<file path="src/rtl/gpr_dbg_arb_if.sv">
// Debug request/response channel between a debug agent and the GPR debug arbiter.
// Signal names keep the arbiter's port naming so both sides read the same.
interface gpr_dbg_arb_if;
    localparam int unsigned AW = 5;
    localparam int unsigned DW = 32;

    logic          dbg_req_valid_i;
    logic          dbg_req_ready_o;
    logic          dbg_req_we_i;
    logic [AW-1:0] dbg_req_addr_i;
    logic [DW-1:0] dbg_req_wdata_i;
    logic          dbg_rsp_valid_o;
    logic          dbg_rsp_ready_i;
    logic [DW-1:0] dbg_rsp_rdata_o;

    modport slave (
        input  dbg_req_valid_i,
        output dbg_req_ready_o,
        input  dbg_req_we_i,
        input  dbg_req_addr_i,
        input  dbg_req_wdata_i,
        output dbg_rsp_valid_o,
        input  dbg_rsp_ready_i,
        output dbg_rsp_rdata_o
    );

    modport master (
        output dbg_req_valid_i,
        input  dbg_req_ready_o,
        output dbg_req_we_i,
        output dbg_req_addr_i,
        output dbg_req_wdata_i,
        input  dbg_rsp_valid_o,
        output dbg_rsp_ready_i,
        input  dbg_rsp_rdata_o
    );
endinterface

</file>
<file path="src/rtl/gpr_dbg_arb.sv">
// Arbitrates debug GPR reads/writes against core writeback; the core always wins,
// and a debug write starved for STARVE_LIMIT cycles stalls the core until it lands.
module gpr_dbg_arb #(
    parameter int unsigned STARVE_LIMIT = 4
) (
    input  logic                clk_i,
    input  logic                rst_i,
    gpr_dbg_arb_if.slave        dbg,
    input  logic                core_wen_i,
    input  logic [4:0]          core_waddr_i,
    input  logic [31:0]         core_wdata_i,
    output logic                core_stall_o,
    output logic                rf_wen_o,
    output logic [4:0]          rf_waddr_o,
    output logic [31:0]         rf_wdata_o,
    output logic [4:0]          rf_raddr_o,
    input  logic [31:0]         rf_rdata_i
);
    localparam int unsigned AW = 5;
    localparam int unsigned DW = 32;
    localparam int unsigned CW = 3;

    typedef enum logic [1:0] {
        IDLE = 2'd0,
        PEND = 2'd1,
        RESP = 2'd2
    } state_e;

    state_e        state_q, state_d;
    logic          we_q, we_d;
    logic [AW-1:0] addr_q, addr_d;
    logic [DW-1:0] wdata_q, wdata_d;
    logic [CW-1:0] cnt_q, cnt_d;
    logic          stall_q, stall_d;
    logic [DW-1:0] rdata_q, rdata_d;
    logic          ready_c;
    logic          dbg_wen_c;
    logic          addr_zero_c;
    logic          contended_c;

    assign addr_zero_c = (addr_q == '0);
    // Only a real (non-x0) write can collide with core writeback.
    assign contended_c = we_q && !addr_zero_c && core_wen_i;

    always_ff @(posedge clk_i) begin
        if (rst_i) begin
            state_q <= IDLE;
            we_q    <= 1'b0;
            addr_q  <= '0;
            wdata_q <= '0;
            cnt_q   <= '0;
            stall_q <= 1'b0;
            rdata_q <= '0;
        end else begin
            state_q <= state_d;
            we_q    <= we_d;
            addr_q  <= addr_d;
            wdata_q <= wdata_d;
            cnt_q   <= cnt_d;
            stall_q <= stall_d;
            rdata_q <= rdata_d;
        end
    end

    always_comb begin
        state_d   = state_q;
        we_d      = we_q;
        addr_d    = addr_q;
        wdata_d   = wdata_q;
        cnt_d     = cnt_q;
        rdata_d   = rdata_q;
        ready_c   = 1'b0;
        dbg_wen_c = 1'b0;

        case (state_q)
            IDLE: begin
                ready_c = 1'b1;
                if (dbg.dbg_req_valid_i) begin
                    we_d    = dbg.dbg_req_we_i;
                    addr_d  = dbg.dbg_req_addr_i;
                    wdata_d = dbg.dbg_req_wdata_i;
                    state_d = PEND;
                end
            end
            PEND: begin
                if (contended_c) begin
                    cnt_d = (cnt_q == '1) ? cnt_q : cnt_q + CW'(1);
                end else begin
                    dbg_wen_c = we_q && !addr_zero_c;
                    cnt_d     = '0;
                    state_d   = RESP;
                    // Read data: x0 reads zero, then bypass same-cycle core writeback.
                    if (we_q || addr_zero_c) begin
                        rdata_d = '0;
                    end else if (core_wen_i && (core_waddr_i == addr_q)) begin
                        rdata_d = core_wdata_i;
                    end else begin
                        rdata_d = rf_rdata_i;
                    end
                end
            end
            RESP: begin
                if (dbg.dbg_rsp_ready_i) begin
                    state_d = IDLE;
                end
            end
            default: begin
                state_d = IDLE;
                cnt_d   = '0;
            end
        endcase

        stall_d = (state_q == PEND) && (state_d == PEND) && (cnt_q >= CW'(STARVE_LIMIT));
    end

    assign dbg.dbg_req_ready_o = ready_c && !rst_i;
    assign dbg.dbg_rsp_valid_o = (state_q == RESP) && !rst_i;
    assign dbg.dbg_rsp_rdata_o = rdata_q;
    assign core_stall_o        = stall_q;

    // Core writeback passes straight through; the debug write only fills idle slots.
    always_comb begin
        rf_wen_o   = 1'b0;
        rf_waddr_o = '0;
        rf_wdata_o = '0;
        if (core_wen_i) begin
            rf_wen_o   = 1'b1;
            rf_waddr_o = core_waddr_i;
            rf_wdata_o = core_wdata_i;
        end else if (dbg_wen_c && !rst_i) begin
            rf_wen_o   = 1'b1;
            rf_waddr_o = addr_q;
            rf_wdata_o = wdata_q;
        end
    end

    assign rf_raddr_o = (state_q == PEND) ? addr_q : '0;

endmodule
</file>
<file path="src/flat_wrapper.sv">
// flat-port wrapper written by rule: the top's interface ports become plain ports
module gpr_dbg_arb_flat 
#(
    parameter int unsigned STARVE_LIMIT = 4
)
  (clk_i, rst_i, core_wen_i, core_waddr_i, core_wdata_i, core_stall_o, rf_wen_o, rf_waddr_o, rf_wdata_o, rf_raddr_o, rf_rdata_i, dbg_dbg_req_valid_i, dbg_dbg_req_ready_o, dbg_dbg_req_we_i, dbg_dbg_req_addr_i, dbg_dbg_req_wdata_i, dbg_dbg_rsp_valid_o, dbg_dbg_rsp_ready_i, dbg_dbg_rsp_rdata_o);
  gpr_dbg_arb_if dbg_i ();
  input  logic clk_i;
  input  logic rst_i;
  input  logic core_wen_i;
  input  logic [4:0] core_waddr_i;
  input  logic [31:0] core_wdata_i;
  output logic core_stall_o;
  output logic rf_wen_o;
  output logic [4:0] rf_waddr_o;
  output logic [31:0] rf_wdata_o;
  output logic [4:0] rf_raddr_o;
  input  logic [31:0] rf_rdata_i;
  input wire logic [$bits(dbg_i.dbg_req_valid_i)-1:0] dbg_dbg_req_valid_i;
  output wire logic [$bits(dbg_i.dbg_req_ready_o)-1:0] dbg_dbg_req_ready_o;
  input wire logic [$bits(dbg_i.dbg_req_we_i)-1:0] dbg_dbg_req_we_i;
  input wire logic [$bits(dbg_i.dbg_req_addr_i)-1:0] dbg_dbg_req_addr_i;
  input wire logic [$bits(dbg_i.dbg_req_wdata_i)-1:0] dbg_dbg_req_wdata_i;
  output wire logic [$bits(dbg_i.dbg_rsp_valid_o)-1:0] dbg_dbg_rsp_valid_o;
  input wire logic [$bits(dbg_i.dbg_rsp_ready_i)-1:0] dbg_dbg_rsp_ready_i;
  output wire logic [$bits(dbg_i.dbg_rsp_rdata_o)-1:0] dbg_dbg_rsp_rdata_o;
  assign dbg_i.dbg_req_valid_i = dbg_dbg_req_valid_i;
  assign dbg_dbg_req_ready_o = dbg_i.dbg_req_ready_o;
  assign dbg_i.dbg_req_we_i = dbg_dbg_req_we_i;
  assign dbg_i.dbg_req_addr_i = dbg_dbg_req_addr_i;
  assign dbg_i.dbg_req_wdata_i = dbg_dbg_req_wdata_i;
  assign dbg_dbg_rsp_valid_o = dbg_i.dbg_rsp_valid_o;
  assign dbg_i.dbg_rsp_ready_i = dbg_dbg_rsp_ready_i;
  assign dbg_dbg_rsp_rdata_o = dbg_i.dbg_rsp_rdata_o;
  gpr_dbg_arb #(.STARVE_LIMIT(STARVE_LIMIT)) u_core (.clk_i(clk_i), .rst_i(rst_i), .dbg(dbg_i), .core_wen_i(core_wen_i), .core_waddr_i(core_waddr_i), .core_wdata_i(core_wdata_i), .core_stall_o(core_stall_o), .rf_wen_o(rf_wen_o), .rf_waddr_o(rf_waddr_o), .rf_wdata_o(rf_wdata_o), .rf_raddr_o(rf_raddr_o), .rf_rdata_i(rf_rdata_i));
endmodule
</file>
<file path="config.mk">
export PLATFORM = sky130hd
export DESIGN_NAME = gpr_dbg_arb_flat
export DESIGN_NICKNAME = d
export VERILOG_FILES = /design/src/rtl/gpr_dbg_arb_if.sv /design/src/rtl/gpr_dbg_arb.sv /design/src/flat_wrapper.sv
export SDC_FILE = /design/constraint.sdc
export NUM_CORES = 1
export LEC_CHECK = 0
export CORE_MARGIN = 2
export CORE_UTILIZATION = 41
export DETAILED_ROUTE_END_ITERATION = 6
export PLACE_DENSITY = 0.81
export SETUP_SLACK_MARGIN = 0.5
export SYNTH_ARGS = -nofsm -noshare
export SYNTH_HDL_FRONTEND = slang
export SYNTH_SLANG_ARGS = --single-unit
</file>
<file path="constraint.sdc">
create_clock -name clk_i -period 2.2 [get_ports clk_i]
set_input_delay 0.22 -clock clk_i [delete_from_list [all_inputs] [get_ports clk_i]]
set_output_delay 0.22 -clock clk_i [all_outputs]
set_load 0.1 [all_outputs]
</file>
==> run summary, run 1 <==
RUN STATUS
------------------------------------------------------------------------------------------
Status                                                                        finished, final reports clean

SETUP PATH
------------------------------------------------------------------------------------------
Highest fanout seen on the critical path                                                 7
Required time worst endpoint                                                       1.98 ns
Crit path launch type                                                            flip-flop
Slowest library cell on the worst path                                        sky130_fd_sc_hd__dfxtp_4
Flop2flop setup slack                                                              0.31 ns
Capture instance of the worst register-to-register path                       u_core.dbg.dbg_rsp_rdata_o[20]$_SDFFE_PP0P_
Start-to-end type of the worst setup path                                          reg2out
Reg-to-reg critical path startpoint                                           u_core.addr_q[0]$_SDFFE_PP0P_
Worst path cell trace                                                         nor4_4 -> nand2_2 -> a31oi_4 -> buf_12 -> clkbuf_16 -> nor2_4 -> buf_12
Type of element capturing the critical path                                   primary output
Worst Reg-to-Reg Cells                                                                   8
Endpoint arrival time on the critical path                                         1.95 ns
Most common cell on crit path                                                 sky130_fd_sc_hd__buf_12
CP peak stage delay                                                                0.36 ns

LAYOUT
------------------------------------------------------------------------------------------
Most frequent cells in the layout                                             sky130_fd_sc_hd__nand2_1 (111), sky130_fd_sc_hd__clkdlybuf4s50_1 (109), sky130_fd_sc_hd__dfxtp_1 (70)
Synth-to-layout area growth                                                          93.1%
Antenna diode count                                                                      0
Most frequent standard cell in the layout excluding fill and tap cells        sky130_fd_sc_hd__nand2_1
Layout fillers                                                                         566
Layout cell share with drive strength beyond 1                                       32.5%
Number of nets at the end of the flow                                                  802
Post-layout utilization of the core                                                  81.0%

GLOBAL ROUTE
------------------------------------------------------------------------------------------
Pin count of the biggest net entering global routing                                    33
Global-route wire length before repair                                           21,800 µm
Number of global-route vias before repair                                            4,364
Initial antenna violation count                                                          0
Leftover overflow at the end of global routing                                           0
Combined global-route utilization of all metal layers                                27.4%

TIMING
------------------------------------------------------------------------------------------
Final setup skew                                                                 0.0171 ns
Period Utilization, post-route                                                       98.8%
Slew @ Worst Pin                                                                  0.513 ns
Crit path time final                                                               2.17 ns
Worst hold margin                                                                 0.296 ns
Tightest slew margin relative to the limit                                           65.8%
Final hold violations                                                                    0
Fin. max-slew vios                                                                       0
Final-report setup violation count                                                       0
Worst-case setup margin in the final layout                                      0.0263 ns
Achievable frequency                                                               460 MHz
Unrepaired setup endpoints after global routing                                        yes

CLOCK NETWORK
------------------------------------------------------------------------------------------
Clock root cell                                                               sky130_fd_sc_hd__clkbuf_8
Hold-fix buffer count after cts                                                          0
TritonCTS clock tree                                                                 built
CTS sink count                                                                          76
Source-to-sink clock delay at the later pin of the worst-skew pair                 0.36 ns
Clock edge transition at the registers on the reported setup and hold paths        0.08 ns
Clock Tree Buf Depth                                                                     2
Number of clock buffers inserted by TritonCTS                                            9
H-tree Lvls                                                                              3

ROUTING
------------------------------------------------------------------------------------------
Vias post-DR                                                                         4,523
Mean number of vias per cell                                                          5.63
Number of iterations in the first detailed-routing pass                                  5
Remaining number of nets flagged by the antenna check after routing                      0
Wire per inst                                                                      20.6 µm
Iteration-0 DRC count of the detailed router                                           180
Number of DRC violations after detailed routing                                          0
Routed WL                                                                        16,600 µm

DIE
------------------------------------------------------------------------------------------
Die boundary height                                                                 101 µm
IO Count                                                                               190
Die boundary width                                                                  101 µm
Initial Utilization                                                                  42.0%
DIE AREA                                                                        10,200 µm²
Core box area                                                                     9200 µm²
Row count                                                                               35

PLACED DESIGN
------------------------------------------------------------------------------------------
RD Place Congestion                                                                  0.869
Estimated wirelength of the detail-placed design                                   9800 µm
Pre-CTS worst setup slack                                                         0.136 ns
Count of buffers inserted at the top-level ports                                       189

RUN
------------------------------------------------------------------------------------------
# Max-Cap Violations                                                                     0

YOSYS
------------------------------------------------------------------------------------------
Simple-gate share of the synthesized area                                            18.2%
Syn avg cell area                                                                 7.99 µm²
Number of instances in the synthesized netlist                                         483
Count of state elements after synthesis                                                 76
Post-synthesis compound-gate area fraction                                           22.9%
Number of library cell types mapped by synthesis                                        31
Area share of xor/xnor cells in the synthesized design                               1.13%
Top-area cell type share of the netlist area                                         39.4%
Multiplexer share of the synthesized area                                            9.60%
Post-synth net total                                                                   597
Adder-Cell Fraction of Synth Area                                                   0.649%
Synth area leaders                                                            sky130_fd_sc_hd__dfxtp_1 (39%), sky130_fd_sc_hd__nand2_1 (11%), sky130_fd_sc_hd__mux2i_1 (9.6%)
Post-synth design cell area                                                       3860 µm²
Library cell with the largest summed area after synthesis                     sky130_fd_sc_hd__dfxtp_1
Number of warnings reported in the yosys synthesis log                                   0
Dominant combinational cell family by area after synthesis                    compound AO/OA/AOI/OAI gates
Share of the yosys chip area belonging to registers                                  39.4%

MIN PATH
------------------------------------------------------------------------------------------
Terminating pin of the worst hold path                                        u_core.core_stall_o$_SDFF_PP0_
HP Start                                                                             rst_i
Cell depth of the worst min-delay path                                                   3
Classification of the worst-slack hold path                                         in2reg

POWER
------------------------------------------------------------------------------------------
Leakage power summed over all cells                                                2.81 nW
Power per cell area                                                             554 nW/µm²
Max IR drop VDD                                                                   0.414 mV
Power consumption                                                                0.00413 W

cell usage after synthesis, drive strengths merged:
| library cell | instances |
|---|---|
| a2111oi | 1 |
| a211oi | 1 |
| a21oi | 44 |
| a2bb2oi | 1 |
| a31oi | 1 |
| and2 | 5 |
| and3 | 1 |
| buf | 23 |
| clkbuf | 17 |
| dfxtp | 76 |
| ha | 2 |
| inv | 35 |
| mux2i | 37 |
| nand2 | 112 |
| nand2b | 1 |
| nand3 | 2 |
| nand4 | 1 |
| nand4b | 1 |
| nor2 | 46 |
| nor3 | 1 |
| nor3b | 1 |
| nor4 | 1 |
| o211ai | 32 |
| o21ai | 2 |
| o21bai | 1 |
| o221ai | 32 |
| or2 | 1 |
| xnor2 | 5 |
flip-flops by register name, summed over array words and instances, names as in the netlist:
name                        cells
u_core.addr_q                   5
u_core.dbg.dbg_rsp_rdata_o     32
u_core.state_q                  2
u_core.core_stall_o             1
u_core.we_q                     1
u_core.wdata_q                 32
u_core.cnt_q                    3
kinds of logic after synthesis:
logic type	after synthesis
simple gates	173
mux	37
fa+ha+maj	2
flops	76
xor+xnor	5
buf+inv	75
compound gates	115
worst max-delay path by stage:
stage / cells after the start / slack, ns / from / to
floorplan: 6 / 0.16 / u_core.addr_q[2]$_SDFFE_PP0P_ / rf_wen_o
global placement: 6 / 0.18 / u_core.addr_q[2]$_SDFFE_PP0P_ / rf_wen_o
detailed placement: 6 / 0.14 / u_core.addr_q[2]$_SDFFE_PP0P_ / rf_wen_o
CTS: 7 / 0.01 / u_core.addr_q[0]$_SDFFE_PP0P_ / rf_wdata_o[2]
global route: 7 / -0.06 / u_core.addr_q[0]$_SDFFE_PP0P_ / rf_wdata_o[11]
finish: 7 / 0.03 / u_core.addr_q[0]$_SDFFE_PP0P_ / rf_wdata_o[11]
critical path, delay by kind of cell, from the launching register on:
kind / cells / cell delay [ns]
compound gates: 1 / 0.21
simple gates: 3 / 0.50
buf+inv: 3 / 0.54
flops: 1 / 0.36
cell type report:
cell class              count  area (µm²)  area share [%]
inverters                  35         135            1.81
clock inverters             4        23.8           0.319
flip-flops and latches     76        1540            20.7
repair buffers            234        2980            39.9
clock buffers              11         151            2.03
multi-input cells         332        2480            33.4
well taps                 111         139            1.86
power by group:
group          switching [W]  total [W]  internal (W)
Combinational       0.000980    0.00163      0.000647
Sequential         0.0000525    0.00150       0.00144
Clock               0.000539    0.00100      0.000464
Total                0.00157    0.00413       0.00256
what timing repair did:
item                       CTS  global route
setup endpoints to repair   48            73
gates resized for setup     15            45
setup buffers                7             5
gates cloned                 4            12
pin swaps                    5            49
stage by stage:
step | cell area (µm²) | instances | setup TNS [ns]
floorplan | 4170 | 483 | 0
global route | 7450 | 803 | -0.687
global placement | 6530 | 760 | 0
finish | 7450 | 803 | 0
CTS | 6910 | 786 | 0
detailed placement | 6530 | 760 | 0
metal layers:
metal,GRT usage (%),vias to the layer above,routed length (µm)
li1,-,2084,-
met1,32.6,2159,6250
met2,47.6,230,8380
met3,4.99,50,1330
met4,12.9,0,622
met5,0,-,0
No activity file was read; power rests on OpenSTA's default activity.
==> run 2: changes to the inputs <==
CORE_UTILIZATION = 32   (was 41)
PLACE_DENSITY = 0.66   (was 0.81)
==> run 2 against run 1 <==
Combinational power decreased by 6%. First-iteration DRC count increased by 45%. Fmax increased by 2.2%. Critical path depth unchanged. Via count decreased by 6.1%. Sequential power about the same. Core utilization decreased by 20 points. Global-route usage decreased by 6.7 points. Sequential share of layout area increased by 0.57 points. Cell area decreased by 2.9%. Count of clock-buffer cells in the layout increased by 3. Highest routed layer unchanged.
==> run summary, run 2 (synthesis results as in run 1) <==
GLOBAL ROUTE
------------------------------------------------------------------------------------------
Combined global-route utilization of all metal layers                                20.6%
Number of global-route vias before repair                                            4,222
Global-route wire length before repair                                           21,000 µm
Leftover overflow at the end of global routing                                           0
Initial antenna violation count                                                          0
Pin count of the biggest net entering global routing                                    46

SETUP PATH
------------------------------------------------------------------------------------------
Capture instance of the worst register-to-register path                       u_core.dbg.dbg_rsp_rdata_o[20]$_SDFFE_PP0P_
Bufs and invs on worst path                                                              4
CP peak stage delay                                                                0.36 ns
Endpoint arrival time on the critical path                                         1.91 ns
Worst path cell trace                                                         nor4_4 -> nand2_1 -> a31oi_4 -> buf_4 -> buf_12 -> clkinvlp_4 -> buf_12
Most common cell on crit path                                                 sky130_fd_sc_hd__buf_12
Crit path launch type                                                            flip-flop
Slowest library cell on the worst path                                        sky130_fd_sc_hd__dfxtp_4
Required time worst endpoint                                                       1.98 ns
Highest fanout seen on the critical path                                                 5
Start-to-end type of the worst setup path                                          reg2out
Gate family responsible for the most delay along the worst path               buffers and inverters
Flop2flop setup slack                                                              0.42 ns
Reg-to-reg critical path startpoint                                           u_core.addr_q[4]$_SDFFE_PP0P_
Type of element capturing the critical path                                   primary output
Worst Reg-to-Reg Cells                                                                   8

PLACED DESIGN
------------------------------------------------------------------------------------------
Count of buffers inserted at the top-level ports                                       189
Number of placed instances with taps included                                          796
Placed cell areas                                                                 6570 µm²
Estimated wirelength of the detail-placed design                                   9950 µm
RD Place Congestion                                                                  0.820

ROUTING
------------------------------------------------------------------------------------------
Wire per inst                                                                      17.4 µm
Remaining number of nets flagged by the antenna check after routing                      0
Mean number of vias per cell                                                          5.11
Number of iterations in the first detailed-routing pass                                  4
Vias post-DR                                                                         4,249
Iteration-0 DRC count of the detailed router                                           261
Routed WL                                                                        14,500 µm
Number of DRC violations after detailed routing                                          0

CLOCK NETWORK
------------------------------------------------------------------------------------------
Hold-fix buffer count after cts                                                          0
Clock Tree Buf Depth                                                                     2
Number of clock buffers inserted by TritonCTS                                            9
H-tree Lvls                                                                              3
Source-to-sink clock delay at the later pin of the worst-skew pair                 0.33 ns
TritonCTS clock tree                                                                 built
CTS sink count                                                                          76
Clock root cell                                                               sky130_fd_sc_hd__clkbuf_16
Clock edge transition at the registers on the reported setup and hold paths        0.05 ns

TIMING
------------------------------------------------------------------------------------------
Setup TNS after final layout                                                          0 ns
Final-report setup violation count                                                       0
Slew @ Worst Pin                                                                  0.559 ns
Period Utilization, post-route                                                       96.7%
Unrepaired setup endpoints after global routing                                        yes
Final setup skew                                                                0.00552 ns
Final hold violations                                                                    0
Tightest slew margin relative to the limit                                           62.7%
Achievable frequency                                                               470 MHz
Fin. max-slew vios                                                                       0
Crit path time final                                                               2.13 ns

LAYOUT
------------------------------------------------------------------------------------------
Most frequent cells in the layout                                             sky130_fd_sc_hd__nand2_1 (112), sky130_fd_sc_hd__clkdlybuf4s50_1 (109), sky130_fd_sc_hd__dfxtp_1 (70)
Most frequent standard cell in the layout excluding fill and tap cells        sky130_fd_sc_hd__nand2_1
Footprint of the flip-flops and latches                                           1540 µm²
Number of standard cells in the final layout excluding fillers                         832
Synth-to-layout area growth                                                          87.6%
Layout fillers                                                                       1,008
Number of nets at the end of the flow                                                  794
Antenna diode count                                                                      0
Layout cell share with drive strength beyond 1                                       28.6%
Area of all placed cells without fillers                                          7240 µm²
Multi-input gate area                                                             2320 µm²

MIN PATH
------------------------------------------------------------------------------------------
Terminating pin of the worst hold path                                        u_core.core_stall_o$_SDFF_PP0_
HP Start                                                                             rst_i
Classification of the worst-slack hold path                                         in2reg
Cell depth of the worst min-delay path                                                   3

DIE
------------------------------------------------------------------------------------------
DIE AREA                                                                        13,000 µm²
Row count                                                                               40
Die boundary width                                                                  114 µm
Core box area                                                                   11,900 µm²
Die boundary height                                                                 114 µm
Initial Utilization                                                                  32.4%
IO Count                                                                               190

POWER
------------------------------------------------------------------------------------------
Leakage power summed over all cells                                                2.73 nW
Share of total power in the clock network                                            30.4%
Gate power share                                                                     35.3%
Max IR drop VDD                                                                   0.288 mV
Power per cell area                                                             604 nW/µm²
Cell Int Power                                                                   0.00285 W
Proportion of power drawn by flip-flops and latches                                  34.3%
Switching Share                                                                      34.7%
Power spent charging and discharging nets                                        0.00151 W

RUN STATUS
------------------------------------------------------------------------------------------
Status                                                                        finished, final reports clean

RUN
------------------------------------------------------------------------------------------
# Max-Cap Violations                                                                     0

run 2: worst max path at each step:
stage | from | to | slack, ns | cells past startpoint
global route | u_core.addr_q[4]$_SDFFE_PP0P_ | rf_wdata_o[14] | 0.0002 | 7
CTS | u_core.addr_q[0]$_SDFFE_PP0P_ | rf_wdata_o[2] | 0.07 | 7
global placement | u_core.addr_q[2]$_SDFFE_PP0P_ | rf_wen_o | 0.19 | 6
detailed placement | u_core.addr_q[2]$_SDFFE_PP0P_ | rf_wen_o | 0.14 | 6
floorplan | u_core.addr_q[2]$_SDFFE_PP0P_ | rf_wen_o | 0.16 | 6
finish | u_core.addr_q[4]$_SDFFE_PP0P_ | rf_wen_o | 0.07 | 7
run 2: final cells by class:
cell class	instances	share of cell area (%)
inverter	35	1.87
timing repair buffer	226	38.6
clock inverter	2	0.138
clock buffer	14	3.51
sequential	76	21.3
tap	147	2.54
multi-input combinational	332	32.1
run 2: per-stage QoR:
step | power [W] | hold WS [ns] | util [%] | worst slack [ns]
6_report | 0.00437 | 0.332 | 60.8 | 0.0733
5_1_grt | 0.00454 | 0.337 | 60.8 | 0.000249
4_1_cts | 0.00433 | 0.320 | 58.2 | 0.0696
3_5_place_dp | 0.00297 | 0.450 | 55.1 | 0.135
3_3_place_gp | 0.00295 | 0.441 | 55.1 | 0.190
2_1_floorplan | 0.00241 | 0.348 | - | 0.158
run 2: power groups by stage:
stage                     Combinational (W)  Sequential, W  Clock, W
after floorplan                    0.000726        0.00168         0
after detailed placement            0.00144        0.00153         0
final                               0.00154        0.00150   0.00133
after global routing                0.00161        0.00151   0.00143
after CTS                           0.00147        0.00150   0.00136
after global placement              0.00143        0.00153         0
run 2: per-layer routing:
metal / GRT usage [%] / part of all wire, % / up-vias
met5: 0 / 0 / -
met4: 6.42 / 1.2 / 0
met3: 5.37 / 7.2 / 15
met2: 35.5 / 47 / 181
met1: 25.3 / 44 / 1988
li1: - / - / 2065
run 2: what timing repair did:
action	CTS	global route
hold endpoints to repair	0	0
cloned	2	9
gates resized for setup	7	19
buffers inserted	5	4
pin swaps	3	9
setup endpoints to repair	62	74
run 2: worst min-delay path: stages:
cell and delay [ns]:
sky130_fd_sc_hd__buf_2 0.15, sky130_fd_sc_hd__nor2_2 0.08, sky130_fd_sc_hd__and3_1 0.16
